File: src/rtl/event_scheduler_pkg.sv
// Shared definitions for the event scheduler: falling-edge detector state encoding.
package event_scheduler_pkg;

   // Detector states: line idle high, first low sample (one-cycle tick), held low.
   typedef enum logic [1:0] {
      DET_HIGH = 2'b00,
      DET_EDGE = 2'b01,
      DET_LOW  = 2'b10
   } det_state_t;

endpackage

File: src/rtl/chan_fall_detect.sv
// Per-channel falling-edge detector. The tick is high for exactly one cycle
// (the EDGE state) per high-to-low transition of an active-low event line.
module chan_fall_detect
   import event_scheduler_pkg::*;
(
   input  logic clk,
   input  logic rst,
   input  logic level,
   output logic tick
);

   det_state_t r_state;
   det_state_t w_state_next;

   // State register; reset parks the detector in HIGH so a line held low
   // through reset release still yields one event.
   always_ff @(posedge clk or negedge rst) begin
      if (!rst) begin
         r_state <= DET_HIGH;
      end else begin
         r_state <= w_state_next;
      end
   end

   // Next-state and tick decode; unknown encodings recover to HIGH.
   always_comb begin
      w_state_next = DET_HIGH;
      tick         = 1'b0;
      case (r_state)
         DET_HIGH: w_state_next = level ? DET_HIGH : DET_EDGE;
         DET_EDGE: begin
            tick         = 1'b1;
            w_state_next = level ? DET_HIGH : DET_LOW;
         end
         DET_LOW:  w_state_next = level ? DET_HIGH : DET_LOW;
         default:  w_state_next = DET_HIGH;
      endcase
   end

endmodule

File: src/rtl/event_scheduler.sv
// Event scheduler: NCH active-low event channels, one pending flag per channel,
// sticky overflow flags for lost events, and a round-robin grant to a shared
// service resource. A grant is held stable until accepted (grant_valid & srv_ready).
module event_scheduler
   import event_scheduler_pkg::*;
#(
   parameter int NCH = 4,
   parameter int IDW = $clog2(NCH)
)
(
   input  logic           clk,
   input  logic           rst,
   input  logic [NCH-1:0] level,
   input  logic           srv_ready,
   input  logic           ovf_clr,
   output logic           grant_valid,
   output logic [IDW-1:0] grant_id,
   output logic [NCH-1:0] pend,
   output logic [NCH-1:0] overflow
);

   logic [NCH-1:0] r_pend;
   logic [NCH-1:0] r_ovf;
   logic [IDW-1:0] r_ptr;
   logic           r_gnt_valid;
   logic [IDW-1:0] r_gnt_id;

   logic [NCH-1:0] w_tick;
   logic [NCH-1:0] w_acc;
   logic [NCH-1:0] w_pend_next;
   logic [NCH-1:0] w_ovf_next;
   logic           w_accept;
   logic           w_pick_found;
   logic [IDW-1:0] w_pick_id;
   logic [IDW:0]   w_scan_sum;
   logic [IDW-1:0] w_scan_idx;
   logic [IDW-1:0] w_ptr_next;

   assign w_accept = r_gnt_valid & srv_ready;

   // Per-channel detector plus pending/overflow next-state. A tick on the
   // channel being accepted re-arms pend instead of counting as lost.
   for (genvar gi = 0; gi < NCH; gi++) begin : g_chan
      chan_fall_detect u_det (
         .clk   (clk),
         .rst   (rst),
         .level (level[gi]),
         .tick  (w_tick[gi])
      );

      assign w_acc[gi]       = w_accept & (r_gnt_id == IDW'(gi));
      assign w_pend_next[gi] = w_tick[gi] | (r_pend[gi] & ~w_acc[gi]);
      // Overflow set wins over a same-cycle clear.
      assign w_ovf_next[gi]  = (w_tick[gi] & r_pend[gi] & ~w_acc[gi])
                             | (r_ovf[gi] & ~ovf_clr);
   end

   // Round-robin pick: first pending channel at or after ptr, wrapping to 0.
   always_comb begin
      w_pick_found = 1'b0;
      w_pick_id    = '0;
      w_scan_sum   = '0;
      w_scan_idx   = '0;
      for (int k = 0; k < NCH; k++) begin
         w_scan_sum = {1'b0, r_ptr} + (IDW+1)'(k);
         if (w_scan_sum >= (IDW+1)'(NCH)) begin
            w_scan_sum = w_scan_sum - (IDW+1)'(NCH);
         end
         w_scan_idx = w_scan_sum[IDW-1:0];
         if (!w_pick_found && r_pend[w_scan_idx]) begin
            w_pick_found = 1'b1;
            w_pick_id    = w_scan_idx;
         end
      end
   end

   // Pointer advances to the channel after the one just served.
   always_comb begin
      w_ptr_next = '0;
      if (r_gnt_id != IDW'(NCH-1)) begin
         w_ptr_next = r_gnt_id + IDW'(1);
      end
   end

   // Pending and overflow flag registers.
   always_ff @(posedge clk or negedge rst) begin
      if (!rst) begin
         r_pend <= '0;
         r_ovf  <= '0;
      end else begin
         r_pend <= w_pend_next;
         r_ovf  <= w_ovf_next;
      end
   end

   // Grant register: issue when idle and something is pending, hold until
   // accept, then drop for one cycle so the next pick sees updated flags.
   always_ff @(posedge clk or negedge rst) begin
      if (!rst) begin
         r_gnt_valid <= 1'b0;
         r_gnt_id    <= '0;
         r_ptr       <= '0;
      end else if (w_accept) begin
         r_gnt_valid <= 1'b0;
         r_ptr       <= w_ptr_next;
      end else if (!r_gnt_valid && w_pick_found) begin
         r_gnt_valid <= 1'b1;
         r_gnt_id    <= w_pick_id;
      end
   end

   assign grant_valid = r_gnt_valid;
   assign grant_id    = r_gnt_id;
   assign pend        = r_pend;
   assign overflow    = r_ovf;

endmodule

File: config.mk
export PLATFORM = sky130hd
export DESIGN_NAME = event_scheduler
export DESIGN_NICKNAME = d
export VERILOG_FILES = /design/src/rtl/event_scheduler_pkg.sv /design/src/rtl/chan_fall_detect.sv /design/src/rtl/event_scheduler.sv
export SDC_FILE = /design/constraint.sdc
export NUM_CORES = 1
export LEC_CHECK = 0
export CORE_MARGIN = 3
export CORE_UTILIZATION = 54
export CTS_CLUSTER_SIZE = 10
export DETAILED_ROUTE_END_ITERATION = 7
export PLACE_DENSITY = 0.9
export SLEW_MARGIN = 25
export SYNTH_ARGS = -nofsm -noshare
export SYNTH_HDL_FRONTEND = slang
export SYNTH_SLANG_ARGS = --single-unit
File: constraint.sdc
create_clock -name clk -period 2.6 [get_ports clk]
set_clock_uncertainty 0.1 [all_clocks]
set_input_delay 0.52 -clock clk [delete_from_list [all_inputs] [get_ports clk]]
set_output_delay 0.52 -clock clk [all_outputs]
set_load 0.01 [all_outputs]
==> results.json, run 1 <==
{
  "synth_area_leaders": "dfrtp_1, ha_1, inv_1",
  "synth-seq-cells": 21,
  "netSwitchingFraction_pct": 36.19,
  "start_util_pct": 59.09,
  "vias_per_cell": 5.291,
  "status": "complete, no violations",
  "grt_pass1_wl_um": 3443,
  "maxCapViolCount": 0,
  "holdBufCountCts": 0,
  "coreArea_mm2": 0.001783,
  "power_frac_comb_pct": 41.5,
  "hold_viol_final": 0,
  "rsz0062_at_grt": "no",
  "cts.sinks": 21,
  "syn-cell-area_mm2": 0.001054,
  "worstPathArrival_ns": 1.37,
  "clockBufferDepth": 2,
  "gp_congestion": 0.8138,
  "drive_gt1_share_pct": 6.034,
  "slew_viol_final": 0,
  "min_path_type": "flip-flop to flip-flop",
  "yosysTopAreaCellShare_pct": 49.88,
  "cts_tree": "yes",
  "synth_top_area_cell": "dfrtp_1",
  "required_ns": 1.98,
  "layout_commonest_cell": "dfrtp_1",
  "p_leak_nw": 0.6108,
  "grt_start_max_net_pins": 22,
  "htreeDepth": 1,
  "path_buf_inv": 1,
  "critPathSlowestCell": "clkdlybuf4s50_1",
  "io_pins": 19,
  "dp_cells": 137,
  "synth_warnings": 0,
  "p_switching_mw": 0.4622,
  "clk_pin_slew_worst_paths_ns": 0.12,
  "antenna_left": 0,
  "hpwl_um": 1464,
  "drtPass1Iterations": 4,
  "grt_usage_pct": 18.01,
  "fmax_mhz": 502.7,
  "slew_headroom_pct": 81.02,
  "port_buffers": 18,
  "worst_setup_path_start_kind": "flip-flop",
  "yosysSeqAreaShare_pct": 49.88,
  "hold_ws_ns": 0.4068,
  "slowest_delay_ns": 0.58,
  "min_period_ns": 1.989,
  "route.detailed.drc": 0,
  "routed_wl_um": 1899,
  "cts.root.buffer_cell": "clkbuf_4",
  "power_density_mw_per_mm2": 987.2,
  "synthCells": 94,
  "num_vias": 746,
  "wire_per_inst_um": 13.47,
  "numCtsBuffers": 3,
  "cp_max_fo": 7,
  "fin_tns_setup_ns": 0,
  "ir_drop_uv": 489.5,
  "seq_power_share_pct": 46.1,
  "tightest_slew_ns": 0.2848,
  "die_area_mm2": 0.002517,
  "diodes": 0,
  "crit_path_end_kind": "output port",
  "insertion_delay_ns": 0.31,
  "grt_remaining_overflow": 0,
  "antenna_found_initial": 0,
  "setup.worst_path.class": "flip-flop to output port",
  "postCtsSetupRepairBufs": 0,
  "synth.avg_cell_area_um2": 11.21,
  "syn_nets": 118,
  "grt_pass1_vias": 783,
  "area_growth_syn_to_layout_pct": 22.80,
  "finalCritPeriodShare_pct": 76.50,
  "final-setup-viol-count": 0,
  "cp_cell_sequence": "clkdlybuf4s50_1",
  "final_area_mm2": 0.001294,
  "rows": 15,
  "drt_iter0_markers": 4,
  "ctsResizeCount": 0,
  "chipHeight_um": 50.17,
  "fin_cells": 141,
  "p_int_mw": 0.8149,
  "path_delay_family": "buffers and inverters",
  "fin_nets": 141,
  "place_area_mm2": 0.001267,
  "die_x_um": 50.17,
  "yosysUniqueCellTypes": 23,
  "final_cell_mix": "dfrtp_1, clkdlybuf4s50_1, ha_1, inv_1, nand2_1",
  "clock_power_share_pct": 12.4
}
Yosys cell counts:
cell type	count
inv_1	13
nor2b_1	4
a311o_1	1
dfrtp_1	21
a21oi_1	4
a21o_2	1
nand2b_1	2
and2_1	1
nor4_1	1
o2bb2ai_1	1
mux2_1	1
buf_2	1
mux2_2	1
or2_1	1
a32o_1	3
nand2_1	10
o31ai_1	1
o21ai_2	1
ha_1	16
nor3b_1	4
a21o_1	2
or2b_1	1
nor2_1	3
cells by family after synthesis:
group	synth area share [%]
AOI/OAI and AO/OA	10.33
adders and majority gates	19.00
buffers and inverters	5.107
DFF	49.88
muxes	2.138
and+or+nand+nor	13.54
cell type report:
cell class              count  area, um^2
well taps                  25       31.28
multi-input cells          59       474.2
fillers                   135       489.2
inverters                  13       48.80
flip-flops and latches     21       525.5
clock buffers               4       26.28
repair buffers             19       187.7
sequential cells by signal, summed over array words and instances, names as in the netlist:
register,count
r_ptr,2
g_chan.u_det.r_state,8
overflow,4
pend,4
grant_valid,1
grant_id,2
path summary, 6_finish.rpt:
check	start	to	slack, ns	cells past startpoint
setup / recovery	pend[3]	pend[3]	0.61	1
hold / removal	overflow[2]	overflow[2]	0.41	1
setup reg to reg	grant_valid	overflow[3]	1.27	3
hold reg to reg	overflow[2]	overflow[2]	0.41	1
max in group asynchronous	rst	g_chan[1].u_det.r_state[0]	1.74	2
min in group asynchronous	rst	r_ptr[1]	0.45	2
power groups by stage:
| stage | combinational (mW) | sequential [mW] | clock [mW] |
|---|---|---|---|
| finish | 0.530 | 0.589 | 0.159 |
| global route | 0.604 | 0.609 | 0.178 |
| CTS | 0.538 | 0.588 | 0.162 |
| detailed placement | 0.534 | 0.595 | 0 |
| global placement | 0.504 | 0.582 | 0 |
| floorplan | 0.271 | 0.595 | 0 |
layer usage:
| layer | wire, um | track usage (%) | share of wire [%] | vias up |
|---|---|---|---|---|
| met1 | 826 | 21.75 | 43 | 372 |
| met5 | 0 | 0 | 0 | - |
| met2 | 963 | 31.30 | 51 | 21 |
| met3 | 76 | 3.264 | 4.0 | 4 |
| li1 | - | - | - | 349 |
| met4 | 33 | 7.373 | 1.7 | 0 |
per-stage QoR:
step	setup WS [ns]	utilization, %	power, mW
2_1_floorplan	1.291	-	0.8655
3_3_place_gp	0.7603	71.09	1.086
3_5_place_dp	0.7305	71.09	1.129
4_1_cts	0.6044	72.56	1.288
5_1_grt	0.5591	72.56	1.392
6_report	0.6109	72.56	1.277
No activity file was read; power rests on OpenSTA's default activity.
==> run 2, diff against run 1 <==
Settings changed: CORE_UTILIZATION 54 to 45, PLACE_DENSITY 0.9 to 0.81.
Clock period 2.6 ns to 1.7 ns, I/O delays scaled along.
==> run 2 against run 1 <==
Net effect: largest cell class unchanged; count of clock-buffer cells in the layout shrank 1; final cell count grew 5.7%; sequential cell count is the same; first-iteration DRC count grew to 3.0 times the previous value; via count grew 0.13%; setup slack lost 0.56 ns; critical endpoint is now grant_id[0]; non-clock buffer count grew 6; sequential power grew 43%.
==> results.json, run 2 (synthesized netlist as in run 1, its figures left out) <==
{
  "status": "complete, no violations",
  "dp_cells": 139,
  "gp_congestion": 0.7608,
  "coreArea_mm2": 0.002082,
  "min_path_type": "input pin to asynchronous set/reset pin",
  "p_int_mw": 1.294,
  "grt_usage_pct": 16.74,
  "multi_input_area_um2": 474.2,
  "crit_cells": 1,
  "fin_nets": 147,
  "clk_pin_slew_worst_paths_ns": 0.12,
  "required_ns": 1.26,
  "p_switching_mw": 0.7278,
  "vias_per_cell": 5.013,
  "power_density_mw_per_mm2": 1480,
  "reg2reg_depth": 5,
  "diodes": 0,
  "grt_pass1_wl_um": 3470,
  "layout_commonest_cell": "dfrtp_1",
  "grt_pass1_vias": 824,
  "place_area_mm2": 0.001270,
  "start_util_pct": 50.60,
  "worstPathArrival_ns": 1.21,
  "fin_cells": 149,
  "layout_setup_ws_ns": 0.05466,
  "clock_power_share_pct": 11.6,
  "regArea_um2": 530.5,
  "insertion_delay_ns": 0.30,
  "drt_iter0_markers": 12,
  "tightest_slew_ns": 0.3111,
  "grt_start_max_net_pins": 22,
  "rows": 16,
  "power_frac_comb_pct": 46.8,
  "crit_path_end_kind": "output port",
  "numCtsBuffers": 3,
  "worst_setup_path_start_kind": "flip-flop",
  "cts.root.buffer_cell": "clkbuf_4",
  "path_buf_inv": 1,
  "hold_ws_ns": 0.2655,
  "seq_power_share_pct": 41.6,
  "area_growth_syn_to_layout_pct": 29.69,
  "routed.top_layer": "met4",
  "cp_max_fo": 2,
  "fmax_mhz": 607.8,
  "io_pins": 19,
  "maxCapViolCount": 0,
  "clockBufferDepth": 2,
  "slowest_delay_ns": 0.53,
  "port_buffers": 18,
  "p_leak_nw": 0.7062,
  "cts.sinks": 21,
  "wl_met1_um": 876,
  "drtPass1Iterations": 4,
  "critPathSlowestCell": "clkdlybuf4s50_1",
  "final_area_mm2": 0.001366,
  "ir_drop_uv": 802.8,
  "top_register": "g_chan.u_det.r_state",
  "grt_remaining_overflow": 0,
  "num_vias": 747,
  "htreeDepth": 1,
  "antenna_found_initial": 0,
  "die_area_mm2": 0.002958,
  "slew_viol_final": 0,
  "dp_slack_ns": 0.04104,
  "min_period_ns": 1.645,
  "route.detailed.drc": 0,
  "wl_met3_um": 71,
  "setup.worst_path.class": "flip-flop to output port",
  "largest_register_ffs": 8,
  "fillers": 173,
  "final-setup-viol-count": 0,
  "wire_per_inst_um": 13.33,
  "routed_wl_um": 1986,
  "wl_met2_um": 995,
  "netSwitchingFraction_pct": 36.00,
  "cts_tree": "yes",
  "hold_viol_final": 0,
  "die_x_um": 54.39,
  "drive_gt1_share_pct": 14.75,
  "final_cell_mix": "dfrtp_1, ha_1, inv_1, nand2_1, clkdlybuf4s50_1",
  "path_delay_family": "buffers and inverters",
  "cp_cell_sequence": "clkdlybuf4s50_1",
  "antenna_left": 0,
  "slew_headroom_pct": 79.07,
  "finalCritPeriodShare_pct": 96.78,
  "chipHeight_um": 54.39,
  "hpwl_um": 1446
}
-- run 2: changes by cell type in the layout (fill, tap and decap cells not counted) --
cell / previous run / this run
buf_4: 1 / 7
clkbuf_1: 1 / 0
clkdlybuf4s50_1: 18 / 9
dfrtp_1: 21 / 17
dfrtp_2: 0 / 4
clkinv_2: 0 / 1
dlygate4sd2_1: 0 / 1
dlymetal6s2s_1: 0 / 8
-- run 2: timing repair --
action / 4_1_cts / 5_1_grt
gates cloned: 0 / 0
endpoints found under the setup margin: 7 / 8
resized for setup: 5 / 8
buffers inserted: 6 / 0
hold buffers: 0 / 0
-- run 2: path summary, 6_finish.rpt --
path	from	end	slack [ns]
min in group clk	overflow[2]	overflow[2]	0.40
worst min-delay path	rst	g_chan[3].u_det.r_state[0]	0.27
worst max register to register	pend[0]	grant_id[1]	0.25
max in group asynchronous	rst	grant_id[0]	1.00
worst min register to register	overflow[2]	overflow[2]	0.40
worst max-delay path	grant_id[0]	grant_id[0]	0.05
-- run 2: per-stage QoR --
step / utilization [%] / TNS, ns / power (mW)
final: 65.63 / 0 / 2.022
after global routing: 65.63 / -0.002356 / 2.202
after global placement: 61.00 / 0 / 1.658
after CTS: 64.66 / 0 / 2.062
after detailed placement: 61.00 / 0 / 1.726
after floorplan: - / 0 / 1.324
-- run 2: final cells by class --
cell class	count	area share (%)
Sequential cell	21	38.83
Multi-Input combinational cell	59	34.71
Timing Repair Buffer	25	18.41
Inverter	13	3.571
Tap cell	27	2.473
Clock buffer	3	1.648
Clock inverter	1	0.3663
-- run 2: metal layers --
layer | vias to the layer above | GRT usage, %
li1 | 367 | -
met4 | 0 | 10.37
met3 | 4 | 2.725
met1 | 359 | 18.45
met5 | - | 0
met2 | 17 | 29.68
-- run 2: power groups by stage --
stage / clock network [mW] / logic [mW] / registers, mW
floorplan: 0 / 0.414 / 0.910
global placement: 0 / 0.764 / 0.894
detailed placement: 0 / 0.812 / 0.914
CTS: 0.247 / 0.972 / 0.843
global route: 0.274 / 1.06 / 0.866
finish: 0.235 / 0.947 / 0.840
